[src/rtl/sum_sched_pkg.sv]
// sum_sched_pkg: shared defaults, FSM state type and round-robin helpers for summation_scheduler
package sum_sched_pkg;
  localparam int NW_DEF = 4;
  localparam int SW_DEF = 7;
  typedef enum logic [1:0] {IDLE, RUN, DONE} state_t;
  function automatic int rr_next(input int idx, input int nreq);
    return (idx + 1 >= nreq) ? 0 : idx + 1;
  endfunction
  // Scans downward so the lowest offset from ptr is the last one written and wins.
  function automatic int rr_pick(input logic [31:0] req, input int ptr, input int nreq);
    int idx;
    rr_pick = ptr;
    for (int k = 31; k >= 0; k--) begin
      if (k < nreq) begin
        idx = ptr + k;
        if (idx >= nreq) idx = idx - nreq;
        if (req[idx]) rr_pick = idx;
      end
    end
  endfunction
endpackage

[src/rtl/summation_core.sv]
// summation_core: iterative accumulator, adds cnt into acc and counts cnt down to zero
module summation_core import sum_sched_pkg::*; #(
  parameter int NW = NW_DEF,
  parameter int SW = SW_DEF
) (
  input  logic          clk,
  input  logic          rst_n,
  input  logic          start,
  input  logic [NW-1:0] n,
  output logic          zero,
  output logic [SW-1:0] acc
);
  logic [NW-1:0] cnt;
  assign zero = cnt == '0;
  always_ff @(posedge clk or negedge rst_n) begin
    if (!rst_n) begin
      acc <= '0;
      cnt <= '0;
    end else if (start) begin
      acc <= '0;
      cnt <= n;
    end else if (!zero) begin
      acc <= acc + SW'(cnt);
      cnt <= cnt - 1'b1;
    end
  end
endmodule

[src/rtl/summation_scheduler.sv]
// summation_scheduler: round-robin sharing of one summation_core among NREQ requesters
// Optional SUM_SCHED_STATS_EN adds the saturating job_cnt output.
module summation_scheduler import sum_sched_pkg::*; #(
  parameter int NREQ = 4,
  parameter int NW   = NW_DEF,
  parameter int SW   = SW_DEF
) (
  input  logic               clk,
  input  logic               rst_n,
  input  logic [NREQ-1:0]    req,
  input  logic [NREQ*NW-1:0] n_in,
  output logic [NREQ-1:0]    grant,
  output logic [NREQ-1:0]    done,
  output logic [SW-1:0]      sum_out,
`ifdef SUM_SCHED_STATS_EN
  output logic               busy,
  output logic [15:0]        job_cnt
`else
  output logic               busy
`endif
);
  localparam int PW = (NREQ > 1) ? $clog2(NREQ) : 1;
  state_t state;
  logic [PW-1:0] rr, owner, pick;
  logic [NW-1:0] n_pick;
  logic [SW-1:0] acc;
  logic start, zero;
  assign pick   = PW'(rr_pick(32'(req), int'(rr), NREQ));
  assign n_pick = n_in[pick*NW +: NW];
  assign start  = (state == IDLE) && |req;
  summation_core #(.NW(NW), .SW(SW)) u_core (
    .clk   (clk),
    .rst_n (rst_n),
    .start (start),
    .n     (n_pick),
    .zero  (zero),
    .acc   (acc)
  );
  always_ff @(posedge clk or negedge rst_n) begin
    if (!rst_n) begin
      state   <= IDLE;
      rr      <= '0;
      owner   <= '0;
      grant   <= '0;
      done    <= '0;
      sum_out <= '0;
      busy    <= 1'b0;
    end else begin
      grant <= '0;
      done  <= '0;
      case (state)
        IDLE: if (start) begin
          grant <= NREQ'(1) << pick;
          owner <= pick;
          busy  <= 1'b1;
          rr    <= PW'(rr_next(int'(pick), NREQ));
          state <= RUN;
        end
        RUN: if (zero) begin
          sum_out <= acc;
          done    <= NREQ'(1) << owner;
          state   <= DONE;
        end
        DONE: begin
          busy  <= 1'b0;
          state <= IDLE;
        end
        default: state <= IDLE;
      endcase
    end
  end
`ifdef SUM_SCHED_STATS_EN
  always_ff @(posedge clk or negedge rst_n) begin
    if (!rst_n) job_cnt <= '0;
    else if (state == RUN && zero && job_cnt != 16'hFFFF) job_cnt <= job_cnt + 16'd1;
  end
`endif
endmodule
[config.mk]
export PLATFORM = sky130hd
export DESIGN_NAME = summation_scheduler
export DESIGN_NICKNAME = d
export VERILOG_FILES = /design/src/rtl/sum_sched_pkg.sv /design/src/rtl/summation_core.sv /design/src/rtl/summation_scheduler.sv
export SDC_FILE = /design/constraint.sdc
export NUM_CORES = 1
export LEC_CHECK = 0
export CAP_MARGIN = 10
export CORE_MARGIN = 2
export CORE_UTILIZATION = 50
export CTS_CLUSTER_DIAMETER = 120
export CTS_CLUSTER_SIZE = 8
export DETAILED_ROUTE_END_ITERATION = 12
export PLACE_DENSITY = 0.87
export SLEW_MARGIN = 30
export SYNTH_ARGS = -nofsm -noshare
export SYNTH_HDL_FRONTEND = slang
export SYNTH_SLANG_ARGS = --single-unit
[constraint.sdc]
create_clock -name clk -period 3.7 [get_ports clk]
set_input_delay 0.74 -clock clk [delete_from_list [all_inputs] [get_ports clk]]
set_output_delay 0.74 -clock clk [all_outputs]
set_load 0.02 [all_outputs]
## Word-level counts from Yosys, hierarchy flattened

Cells that the tools add are included.

- Logic and storage cells: 79
- Input bits: 22
- Bits in registers: 33

- Reductions and logical operators: 9
- Muxes and demuxes: 34
- Add/subtract/negate cells: 10
- Order comparisons: 9
- Equal/unequal tests: 5
- Shifts and indexed selects: 3

Operators with widths:

| cell | number |
|---|---|
| $lt 32x7->1 const B | 4 |
| $mux 32 | 4 |
| $mux 4 | 6 |
| $bmux 1 s5 | 4 |
| $shiftx 16x5->4 | 1 |
| $mux 2 | 7 |
| $mux 7 | 2 |
| $ge 3x3->1 const B | 4 |
| $sub 3x3->4 const B | 3 |
| $mux 1 | 9 |
| $reduce_and 2->1 | 4 |
| $shl 1x2->4 const A | 2 |
| $add 7x4->7 | 1 |
| $add 2x1->3 const B | 2 |
| $add 2x2->3 const B | 2 |
| $logic_not 4->1 | 1 |
| $ne 2x2->1 const B | 2 |
| $pmux 2 s2 | 1 |
| $reduce_or 4->1 | 1 |
| $sub 2x3->4 const B | 1 |
| $sub 4x1->4 const B | 1 |
| $ge 2x3->1 const B | 1 |
| $eq 2x1->1 const B | 1 |
| $eq 2x2->1 const B | 1 |
| 5 further kinds | 5 |

## Logic depth before layout (Yosys ltp)

- Word-level depth: 13
- Mapped depth: 12
- Depth with buffers taken out: 11

## By module

Synthesis repeated with hierarchy kept, for this count alone.

- Cells, all modules: 174
- Area, all modules: 1928.1 um^2

Modules (own cells, without submodules):

| module | area each (um^2) | cells each | times used |
|---|---|---|---|
| summation_scheduler | 1242.4 | 107 | 1 |
| summation_core | 685.7 | 67 | 1 |

## Worst setup path before layout

No wires, ideal clock.

- Kind: flip-flop to flip-flop
- From: reg rr[0]
- To: reg u_core.cnt[0]
- Stages on the path, launching flop included: 12
- Arrival time: 2.700 ns
- Path slack: 0.877 ns
- Data required time: 3.577 ns
- Path buffers: 1
- Library setup time: 0.123 ns
- Path through: dfrtp_1 buf_6 inv_1 ha_1 mux2_1 and3_4 a31oi_4 a31oi_1 nor2_2 inv_2 mux2_1 o221a_1

- Word-level cells in the longest chain between the ends: 12
- Elaborated cells between the ends (all ways): 33
- Classes of those cells: add/sub: 7; order compare: 4; shift: 1; mux: 21

RTL lines:

| item | RTL line | text |
|---|---|---|
| from (decl) | summation_scheduler.sv:24 | `logic [PW-1:0] rr, owner, pick;` |
| from (signal assigned) | summation_scheduler.sv:56 | `rr <= PW'(rr_next(int'(pick), NREQ));` |
| $add 2x2->3 | sum_sched_pkg.sv:15 | `idx = ptr + k;` |
| $sub 3x3->4 or $ge 3x3->1 (tied branches) | sum_sched_pkg.sv:16 | `if (idx >= nreq) idx = idx - nreq;` |
| $mux 32 | sum_sched_pkg.sv:16 |  |
| $bmux 1 s5 | sum_sched_pkg.sv:17 | `if (req[idx]) rr_pick = idx;` |
| $mux 1 (not written as such) (2 in a row) | sum_sched_pkg.sv:17 |  |
| $mux 2 (3 in a row) | sum_sched_pkg.sv:17 |  |
| $mux 2 (*) | sum_sched_pkg.sv:17 |  |
| $shiftx 16x5->4 (*) | summation_scheduler.sv:29 | `assign n_pick = n_in[pick*NW +: NW];` |
| $mux 4 (*) | summation_core.sv:19 | `end else if (start) begin` |
| to (signal assigned) | summation_core.sv:21 | `cnt <= n;` |
| to (signal assigned) | summation_core.sv:24 | `cnt <= cnt - 1'b1;` |
| to (decl) | summation_core.sv:13 | `logic [NW-1:0] cnt;` |

Mark *: on every way between the ends. The rest lies on a longest branch, timed or not. The select of a mux whose other input is x is not followed.
A chain may end at the register's enable or synchronous reset.

## Final worst setup path

- From: reg rr[1]
- To: reg u_core.cnt[0]

The elaborated chain is that of the path after synthesis.

==> metrics <==
pin count of the biggest net entering global routing=34; EDFF count, synth=0; hpwl dp=between 2 and 3 mm; actual slew at the worst max-slew pin=0.7402 ns; synthesized net count=230; Worst Skew=0.005205 ns; mean post-synth cell area=9.639 µm²; Post-synth ARST share=100.0%; clock latency on the worst-skew pair=~0.29 ns; Tcrit/Tclk final=82.18%; Arr. time, crit path=3.21 ns; number of antenna violations at the first check in global routing=0; Final TNS setup=0 ns; fin nets=272; met1 WL=1.718 mm; dominant cell type by area after synthesis=dfrtp_1; Worst EP required=between 3 and 4 ns; synth warn=0; Mapped Cells=196; Initial DRC Count=68; GRT Total Usage=18.41%; worst setup path category=reg2reg; drt first pass iters=4; DIE WIDTH=65.47 µm; GPL Wtd Cong=0.9293; clk slew on worst S/H paths=~0.070 ns; CTS sink count=33; setup violators final=0; Post-CTS Repair Setup Buffers=0; top-area cell type share of the netlist area=a little over two fifths; synth unique cells=45; worst-case reg-to-reg path depth=10; CP startpoint=rr[1]; Tot Pwr=2.191 mW; met2 wire len=between 1.5 and 2 mm; #FFs+latches synth=33; element type at the critical path end=register; ANT nets after route=0; Clock Path Buffers=2; first-pass GRT wire length=5.940 mm; top cells by area, synth=dfrtp_1, ha_1, nand2_1; Residual DRC=0; PD cells=912.2 nW/µm²; IO buf count=37; sequential area share after synthesis=43.71%; status=finished clean; multi-input logic area=around 990 µm²; Vias per Instance=5.244; Mapped Area=1889 µm²; min cycle time layout=roughly 3.0 ns; layout cells sized above 1=~10%; WL per Instance=~13 µm; Critical R2R Capture=u_core.cnt[0]; Congestion Overflow GR=0; RSZ-0062 raised after global routing=no; metal3 WL=197 µm; CTS tree=built; final hold vios=0; reg2reg setup slack=around 0.66 ns; Die H=65.47 µm; HP Class=reg2reg; maximum clock frequency=328.9 MHz; Num CTS Buffers=5; worst flop-to-flop path startpoint=rr[1]; Starting Density=52.00%; top-count cell post-synth=dfrtp_1; Clk Tree Root Cell=clkbuf_8; Post-synth top flop=dfrtp_1; vias=about 1500; worst-path maximum fanout=10; Leakage=between 1 and 1.5 nW; die area=about 4300 µm²; cts hold-fix bufs=0; list of most frequent post-synthesis cells=dfrtp_1, nand2_1, nor2_1; Slew headroom=50.28%; Routed WL=~3.6 mm; Rows=22; Fillers=306; DR top layer=met4; antenna fix cells=0; core outline area=3633 µm²; cts repair resizes=0; area grow syn2layout=27.15%; worst IR drop on VDD=0.5042 mV; sequential cell area=between 800 and 900 µm²; vias in the first global route=1340; I/O pin count=38; CP Launch Type=register; CP endpoint=u_core.cnt[0]; Slew Viols, Final=0; H-tree levels=2; max_cap viols=0
per-stage QoR:
stage	setup slack, ns	instance area, µm²	hold WS (ns)	instances	utilization [%]
4_1_cts	0.7031	2402	0.4782	287	66.12
3_3_place_gp	0.6943	2316	0.4575	279	63.74
2_1_floorplan	0.8766	1889	0.4444	196	-
6_report	0.6594	2402	0.4703	287	66.12
5_1_grt	0.5222	2402	0.4973	287	66.12
3_5_place_dp	0.5810	2316	0.4615	279	63.74
state kept, by name (all words and copies together) (netlist names):
register,count
done,4
u_core.acc,7
grant,4
sum_out,7
rr,2
busy,1
state,2
u_core.cnt,4
owner,2
per-layer routing:
layer / global-route usage, % / vias to the layer above
met5: 0 / -
met4: 9.375 / 0
met3: 5.137 / 8
met2: 28.32 / 54
met1: 23.72 / 690
li1: - / 753
area by class of cell:
type	instances	area share [%]
Timing Repair Buffer	40	16.35
Clock buffer	5	2.865
Inverter	12	1.875
Tap cell	48	2.500
Multi-Input combinational cell	146	41.30
Clock inverter	3	0.7292
Sequential cell	33	34.38
how the worst min path moves through the flow:
stage	start	endpoint	depth (start not counted)
CTS	sum_out[4]	sum_out[4]	2
global route	sum_out[3]	sum_out[3]	2
detailed placement	sum_out[4]	sum_out[4]	2
floorplan	rst_n	busy	0
global placement	sum_out[0]	sum_out[0]	2
finish	sum_out[5]	sum_out[5]	2
placed cells by master (no fill, tap or decap), types with 3 or more instances in the layout:
master	instances
nor2_1	23
ha_1	11
nand2_1	32
nor3_1	5
buf_4	3
xnor2_1	3
dfrtp_1	33
inv_1	9
clkbuf_8	5
clkdlybuf4s50_1	37
nor2b_1	3
a21oi_1	6
or3_1	4
a211oi_1	3
and2_1	3
mux2_1	3
mux2i_1	8
o21ai_0	7
and3_1	3
nand2b_1	3
cells by family (layout without fill, tap and decap cells):
logic type | count (synthesis) | in the layout | share of synthesized area (%)
buf+inv | 17 | 60 | 3.774
fa+ha+maj | 12 | 12 | 8.344
simple gates | 85 | 85 | 20.93
xor+xnor | 6 | 6 | 3.775
compound gates | 30 | 30 | 12.25
mux | 13 | 13 | 7.219
flops | 33 | 33 | 43.71
report_power, final:
group	switching [mW]	internal, mW
combinational	0.694	0.601
clock	0.131	0.129
sequential	0.122	0.513
critical path: stages (launching register included):
cell and delay [ns]:
dfrtp_1 0.55, inv_1 0.18, ha_1 0.43, mux2_1 0.35
and3_4 0.18, a31oi_4 0.17, a31oi_1 0.13, nor2_2 0.21
inv_2 0.13, mux2_1 0.34, o221a_1 0.25
(Power assumes the default switching activity.)
